`src/rtl/cond_logic_pipe.sv`:
```
// Condition-check stage: gates decoder writes on NZCV, tracks in-flight
// flag writes through a fixed-latency pipe, and saves/restores flags.
module cond_logic_pipe #(
  parameter int FLAG_LAT = 2,
  parameter int DEPTH    = 4
) (
  input  logic                       clk,
  input  logic                       reset,
  input  logic                       Valid,
  input  logic [3:0]                 Cond,
  input  logic [1:0]                 FlagW,
  input  logic                       PCS,
  input  logic                       RegW,
  input  logic                       MemW,
  input  logic                       NoWrite,
  input  logic [3:0]                 ALUFlags,
  input  logic                       FlagPush,
  input  logic                       FlagPop,
  output logic                       PCSrc,
  output logic                       RegWrite,
  output logic                       MemWrite,
  output logic                       Stall,
  output logic [3:0]                 Flags,
  output logic [$clog2(DEPTH+1)-1:0] StackDepth,
  output logic                       StackErr
);

  localparam int DW = $clog2(DEPTH+1);
  localparam int AW = (DEPTH > 1) ? $clog2(DEPTH) : 1;

  logic [3:0]    flags_q, flags_d;
  logic [1:0]    pipe_q [FLAG_LAT];
  logic [1:0]    pipe_d [FLAG_LAT];
  logic [3:0]    stk_q  [DEPTH];
  logic [DW-1:0] depth_q, depth_d;
  logic          err_q, err_d;

  logic [3:0]    flags_e;
  logic          pend, pend_e;
  logic          n, z, c, v;
  logic          condex;
  logic          accept;
  logic [1:0]    wb;
  logic          full, empty;
  logic          push_ok, pop_ok, misuse;
  logic [AW-1:0] wr_idx, top_idx;

  // During reset the gating sees the post-reset architectural state.
  assign flags_e = reset ? 4'b0000 : flags_q;

  always_comb begin
    pend = 1'b0;
    for (int i = 0; i < FLAG_LAT; i++)
      pend = pend | (|pipe_q[i]);
  end

  assign pend_e = pend & ~reset;
  assign {n, z, c, v} = flags_e;

  always_comb begin
    unique case (Cond)
      4'b0000: condex = z;
      4'b0001: condex = ~z;
      4'b0010: condex = c;
      4'b0011: condex = ~c;
      4'b0100: condex = n;
      4'b0101: condex = ~n;
      4'b0110: condex = v;
      4'b0111: condex = ~v;
      4'b1000: condex = c & ~z;
      4'b1001: condex = ~c | z;
      4'b1010: condex = (n == v);
      4'b1011: condex = (n != v);
      4'b1100: condex = ~z & (n == v);
      4'b1101: condex = z | (n != v);
      4'b1110: condex = 1'b1;
      4'b1111: condex = 1'b0;
    endcase
  end

  assign Stall    = Valid & pend_e & (Cond != 4'b1110);
  assign accept   = Valid & ~Stall;
  assign PCSrc    = accept & PCS & condex;
  assign RegWrite = accept & RegW & condex & ~NoWrite;
  assign MemWrite = accept & MemW & condex;

  always_comb begin
    pipe_d[0] = accept ? (FlagW & {2{condex}}) : 2'b00;
    for (int i = 1; i < FLAG_LAT; i++)
      pipe_d[i] = pipe_q[i-1];
  end

  assign wb      = pipe_q[FLAG_LAT-1];
  assign full    = (depth_q == DW'(DEPTH));
  assign empty   = (depth_q == '0);
  assign push_ok = FlagPush & ~FlagPop & ~full;
  assign pop_ok  = FlagPop & ~FlagPush & ~empty;
  assign misuse  = (FlagPush & FlagPop) | (FlagPush & full)
                 | (FlagPop & empty);
  assign wr_idx  = AW'(depth_q);
  assign top_idx = AW'(depth_q - 1'b1);

  always_comb begin
    flags_d = flags_q;
    depth_d = depth_q;
    err_d   = err_q | misuse;
    if (wb[1]) flags_d[3:2] = ALUFlags[3:2];
    if (wb[0]) flags_d[1:0] = ALUFlags[1:0];
    // A restore wins over a writeback landing in the same cycle.
    if (pop_ok) begin
      flags_d = stk_q[top_idx];
      depth_d = depth_q - 1'b1;
    end
    if (push_ok) depth_d = depth_q + 1'b1;
  end

  always_ff @(posedge clk) begin
    if (reset) begin
      flags_q <= '0;
      depth_q <= '0;
      err_q   <= 1'b0;
      for (int i = 0; i < FLAG_LAT; i++)
        pipe_q[i] <= 2'b00;
    end else begin
      flags_q <= flags_d;
      depth_q <= depth_d;
      err_q   <= err_d;
      for (int i = 0; i < FLAG_LAT; i++)
        pipe_q[i] <= pipe_d[i];
    end
  end

  always_ff @(posedge clk) begin
    if (!reset && push_ok)
      stk_q[wr_idx] <= flags_q;
  end

  assign Flags      = flags_q;
  assign StackDepth = depth_q;
  assign StackErr   = err_q;

endmodule

```
`config.mk`:
```
export PLATFORM = sky130hd
export DESIGN_NAME = cond_logic_pipe
export DESIGN_NICKNAME = d
export VERILOG_FILES = /design/src/rtl/cond_logic_pipe.sv
export SDC_FILE = /design/constraint.sdc
export NUM_CORES = 1
export LEC_CHECK = 0
export ABC_AREA = 1
export BUFFER_PORTS_ARGS = -buffer_cell sky130_fd_sc_hd__clkbuf_2
export CORE_ASPECT_RATIO = 0.8
export CORE_MARGIN = 1
export CORE_UTILIZATION = 40
export CTS_CLUSTER_DIAMETER = 50
export CTS_CLUSTER_SIZE = 10
export DETAILED_ROUTE_END_ITERATION = 6
export GPL_ROUTABILITY_DRIVEN = 1
export SLEW_MARGIN = 20
export SYNTH_ARGS = -nofsm -noshare
export SYNTH_HDL_FRONTEND = slang
export SYNTH_SLANG_ARGS = --single-unit
```
`constraint.sdc`:
```
create_clock -name clk -period 2.2 [get_ports clk]
set_input_delay 0.22 -clock clk [delete_from_list [all_inputs] [get_ports clk]]
set_output_delay 0.22 -clock clk [all_outputs]
set_load 0.1 [all_outputs]
```
==> results of run 1 <==
==> cell families after synthesis <==
group	count (synthesis)	synth area share [%]
and+or+nand+nor	86	25.4
AOI/OAI and AO/OA	30	11.5
DFF	28	48.9
adders and majority gates	6	5.09
buffers and inverters	28	7.89
xor gates and xnor gates	2	1.19
==> synth_stat cells <==
| cell | count |
|---|---|
| nor2_2 | 1 |
| clkinv_1 | 1 |
| nand4_1 | 2 |
| xor2_1 | 2 |
| nand2_1 | 43 |
| clkbuf_1 | 2 |
| buf_6 | 1 |
| o22ai_1 | 4 |
| nor2_1 | 21 |
| buf_2 | 1 |
| nand3_1 | 13 |
| edfxtp_1 | 16 |
| a32oi_1 | 4 |
| inv_1 | 22 |
| nand3b_1 | 1 |
| inv_4 | 1 |
| dfxtp_1 | 12 |
| a21oi_1 | 9 |
| nand3_2 | 2 |
| o21ai_0 | 13 |
| nand2_2 | 2 |
| ha_1 | 6 |
| nor3_2 | 1 |
==> worst max-delay path: cells and delay by family, from the launching register on <==
kind                   cells  cell delay, ns
AND/OR/NAND/NOR            9            0.77
buffers and inverters      2            0.27
flip-flops                 1            0.42
==> registers in the layout, indices dropped and copies added (netlist names) <==
signal,cells
StackDepth,3
Flags,4
stk_q,16
StackErr,1
pipe_q,4
==> final timing paths <==
kind                                    start      endpoint  slack (ns)  cells past startpoint
worst max-delay path                 Flags[0]         PCSrc        0.22                     11
worst min-delay path                 FlagW[1]  pipe_q[0][1]        0.15                      3
worst max register to register  StackDepth[0]   stk_q[3][3]        0.24                      6
worst min register to register   pipe_q[0][1]  pipe_q[0][3]        0.44                      2
==> stage by stage <==
step | hold slack [ns] | cell area [µm²] | instances | worst slack (ns) | util (%)
after floorplan | 0.346 | 1510 | 180 | 0.0593 | -
after global placement | 0.419 | 1740 | 249 | 0.278 | 50.1
after detailed placement | 0.431 | 1740 | 249 | 0.248 | 50.1
after CTS | 0.152 | 1780 | 253 | 0.201 | 51.4
after global routing | 0.172 | 1780 | 253 | 0.0475 | 51.4
final | 0.153 | 1780 | 253 | 0.220 | 51.4
==> report_power, final <==
group	internal [µW]	total, µW	switching, µW
sequential	592	632	39.8
combinational	124	466	342
clock	126	285	160
total	842	1380	542
==> area by class of cell <==
class                   instances  area (µm²)
flip-flops and latches         28         731
multi-input cells             124         659
clock inverters                 1        3.75
fillers                       326        1690
clock buffers                   3        41.3
inverters                      24        92.6
well taps                      42        52.6
repair buffers                 31         203
==> layer usage <==
metal | track usage [%] | up-vias
li1 | - | 664
met1 | 25.6 | 611
met2 | 28.3 | 26
met3 | 2.33 | 4
met4 | 7.71 | 0
met5 | 0 | -
==> results.sh, run 1 <==
export IMPL_dieArea_mm2=0.00393
export IMPL_route_detailed_drc=0
export IMPL_clockRootBuffer="clkbuf_8"
export IMPL_die_w_um=69.9
export IMPL_max_cap_viol_count=0
export IMPL_timing_fmax_mhz=505
export IMPL_cts_tree="built"
export IMPL_hold_viol=0
export IMPL_cts_path_max_buffers=2
export IMPL_end_kind="primary output"
export IMPL_slew_viol_final=0
export IMPL_first_iter_violations=64
export IMPL_syn_nets=205
export IMPL_wl_met3_um=178
export IMPL_mostFrequentLayoutCells="nand2_1 (43), clkbuf_2 (27), inv_1 (22)"
export IMPL_crit_fanout=7
export IMPL_crit_path_cell_trace="inv_1, nand3_2, nand2_1, nand2_1, nand3b_1, nand3_1, nand2_1, nand2_1, nand2_2, nor2_4, buf_12"
export IMPL_cts_resized_gates=0
export IMPL_synth_seq_cells=28
export IMPL_mostFrequentLayoutCell="nand2_1"
export IMPL_std_cell_rows=19
export IMPL_m1WireLength_um=1580
export IMPL_nets=237
export IMPL_rsz0062_at_grt="false"
export IMPL_fin_crit_ns=1.98
export IMPL_grt_ovfl_total=0
export IMPL_syn_area_per_cell_um2=8.19
export IMPL_htreeDepth=1
export IMPL_pwr_density_cell_mw_per_mm2=776
export IMPL_syn2layout_area_growth_pct=21.0
export IMPL_status="finished, final reports clean"
export IMPL_num_antenna_cells=0
export IMPL_cp_slowest_cell="dfxtp_2"
export IMPL_vias=1305
export IMPL_grt_pass1_wl_um=5460
export IMPL_syn_inst=180
export IMPL_yosysWarningCount=0
export IMPL_die_h_um=56.3
export IMPL_grt_util_all_layers_pct=18.2
export IMPL_period_share_pct=90.0
export IMPL_syn_area_mm2=0.00147
export IMPL_ir_worst_vdd_uv=318
export IMPL_cp_common_cell="nand2_1"
export IMPL_hold_path_class="in -> reg"
export IMPL_worstPathRequired_ns=1.98
export IMPL_cp_slowest_stage_delay_ns=0.42
export IMPL_firstDrtPassIters=4
export IMPL_synth_seq_area_share_pct=48.9
export IMPL_grt_pass1_vias=1155
export IMPL_synth_top_area_share_pct=32.6
export IMPL_cts_num_sinks=28
export IMPL_viasPerCell=5.16
export IMPL_dpl_hpwl_um=2610
export IMPL_clk_latency_ns=0.28
export IMPL_path_clk_slew_ns=0.10
export IMPL_synth_largest_area_cell="edfxtp_1"
export IMPL_drtAntennaViolNets=0
export IMPL_cp_arrival_ns=1.76
export IMPL_synth_cell_types=23
export IMPL_start_util_pct=42.5
export IMPL_holdBufCountCts=0
export IMPL_max_slew_margin_pct=63.8
export IMPL_tns_ns=0
export IMPL_dr_max_layer_used="met4"
export IMPL_wl_um=3290
export IMPL_grt_max_degree=16
export IMPL_tightest_slew_ns=0.546
export IMPL_wire_per_inst_um=13.0
export IMPL_startpoint_type="flip-flop"
export IMPL_num_io_pins=31
export IMPL_crit_type="reg -> out"
export IMPL_gp_congestion=0.870
export IMPL_numCtsBuffers=3
export IMPL_core_mm2=0.00347
export IMPL_drive_gt1_share_pct=23.7
export IMPL_clock_skew_ns=0.0105
export IMPL_synthTopCellsByArea="edfxtp_1 (33%), dfxtp_1 (16%), nand2_1 (11%)"
export IMPL_portBuffers=30
export IMPL_antenna_found_initial=0
export IMPL_p_leak_uw=0.000795
export IMPL_p_total_uw=1380
export IMPL_cts_setup_buffers=0
export IMPL_setup_violations=0
export IMPL_met2WireLength_um=1470
(Power assumes the default switching activity.)
==> run 2: changes to the inputs <==
--- a/config.mk
+++ b/config.mk
@@ -9,7 +9,7 @@
 export BUFFER_PORTS_ARGS = -buffer_cell sky130_fd_sc_hd__clkbuf_2
 export CORE_ASPECT_RATIO = 0.8
 export CORE_MARGIN = 1
-export CORE_UTILIZATION = 40
+export CORE_UTILIZATION = 35
 export CTS_CLUSTER_DIAMETER = 50
 export CTS_CLUSTER_SIZE = 10
 export DETAILED_ROUTE_END_ITERATION = 6
==> results.sh, run 2 (synthesis gave the netlist of run 1 again) <==
export IMPL_syn2layout_area_growth_pct=24.0
export IMPL_largest_reg_flops=16
export IMPL_max_cap_viol_count=0
export IMPL_place_ws_ns=0.281
export IMPL_end_kind="primary output"
export IMPL_viasPerCell=4.69
export IMPL_grt_pass1_wl_um=5070
export IMPL_path_clk_slew_ns=0.09
export IMPL_hold_path_class="in -> reg"
export IMPL_fin_crit_ns=1.97
export IMPL_num_io_pins=31
export IMPL_rsz0062_at_grt="false"
export IMPL_grt_max_degree=17
export IMPL_worstPathRequired_ns=1.98
export IMPL_gp_congestion=0.858
export IMPL_cts_path_max_buffers=2
export IMPL_cp_arrival_ns=1.75
export IMPL_clock_skew_ns=0.00430
export IMPL_grt_util_all_layers_pct=15.2
export IMPL_drive_gt1_share_pct=24.5
export IMPL_grt_ovfl_total=0
export IMPL_cts_setup_buffers=0
export IMPL_status="finished, final reports clean"
export IMPL_p_total_uw=1450
export IMPL_cp_slowest_cell="dfxtp_2"
export IMPL_clk_latency_ns=0.27
export IMPL_clockRootBuffer="clkbuf_8"
export IMPL_num_antenna_cells=0
export IMPL_regMostFlops="stk_q"
export IMPL_final_setup_worst_slack_ns=0.227
export IMPL_start_util_pct=37.8
export IMPL_max_slew_margin_pct=63.8
export IMPL_mostFrequentLayoutCells="nand2_1 (43), clkbuf_2 (27), inv_1 (22)"
export IMPL_slew_viol_final=0
export IMPL_firstDrtPassIters=4
export IMPL_die_w_um=74.6
export IMPL_portBuffers=30
export IMPL_std_cell_rows=20
export IMPL_dpl_hpwl_um=2420
export IMPL_cp_slowest_stage_delay_ns=0.46
export IMPL_first_iter_violations=71
export IMPL_placed_cell_area_mm2=0.00176
export IMPL_crit_fanout=8
export IMPL_die_h_um=60.0
export IMPL_timing_fmax_mhz=507
export IMPL_mostFrequentLayoutCell="nand2_1"
export IMPL_cts_num_sinks=28
export IMPL_htreeDepth=1
export IMPL_setup_violations=0
export IMPL_dieArea_mm2=0.00448
export IMPL_tns_ns=0
export IMPL_crit_path_cell_trace="inv_1, nand3_2, nand2_1, nand2_1, nand3b_1, nand3_1, nand2_1, nand2_1, nand2_2, nor2_4, buf_12"
export IMPL_p_leak_uw=0.000810
export IMPL_final_cell_area_mm2=0.00183
export IMPL_grt_pass1_vias=1132
export IMPL_antenna_found_initial=0
export IMPL_holdBufCountCts=0
export IMPL_core_mm2=0.00390
export IMPL_ir_worst_vdd_uv=307
export IMPL_hold_viol=0
export IMPL_period_share_pct=89.7
export IMPL_startpoint_type="flip-flop"
export IMPL_tightest_slew_ns=0.545
export IMPL_vias=1251
export IMPL_cts_resized_gates=0
export IMPL_wire_per_inst_um=11.8
export IMPL_route_detailed_drc=0
export IMPL_wl_um=3140
export IMPL_numCtsBuffers=3
export IMPL_crit_type="reg -> out"
export IMPL_cp_common_cell="nand2_1"
export IMPL_pwr_density_cell_mw_per_mm2=795
export IMPL_drtAntennaViolNets=0
export IMPL_nets=238
export IMPL_cts_tree="built"
export IMPL_hold_slack_ns=0.154
run 2: final timing paths:
path | from | to | slack [ns] | depth (start not counted)
worst max-delay path | Flags[3] | MemWrite | 0.23 | 11
worst max register to register | StackDepth[0] | stk_q[3][3] | 0.25 | 6
worst min-delay path | FlagW[1] | pipe_q[0][1] | 0.15 | 3
worst min register to register | pipe_q[0][0] | pipe_q[0][2] | 0.44 | 2
run 2: where the power goes:
part	switching (µW)	internal, µW
sequential	40.0	592
combinational	346	125
clock	154	198
total	539	915
run 2: layout make-up:
| cell class | count | area [µm²] |
|---|---|---|
| Clock buffer | 4 | 66.3 |
| Fill cell | 405 | 2080 |
| Inverter | 24 | 92.6 |
| Multi-Input combinational cell | 124 | 659 |
| Sequential cell | 28 | 731 |
| Tap cell | 55 | 68.8 |
| Timing Repair Buffer | 32 | 210 |
run 2: per-layer routing:
metal / wire length, µm / GRT usage [%] / up-vias / part of all wire (%)
li1: - / - / 663 / -
met1: 1560 / 22.1 / 550 / 50
met2: 1410 / 23.9 / 36 / 45
met3: 160 / 2.53 / 2 / 5.1
met4: 12 / 2.43 / 0 / 0.38
met5: 0 / 0 / - / 0
run 2: per-stage QoR:
step,utilization [%],instances
finish,46.8,267
global route,46.8,267
CTS,46.8,267
detailed placement,45.1,263
global placement,45.1,263
floorplan,-,180
run 2: worst max-delay path, delay by kind of cell, from the launching register on:
family        cells  cell delay [ns]
buf+inv           2             0.26
simple gates      9             0.78
flops             1             0.46
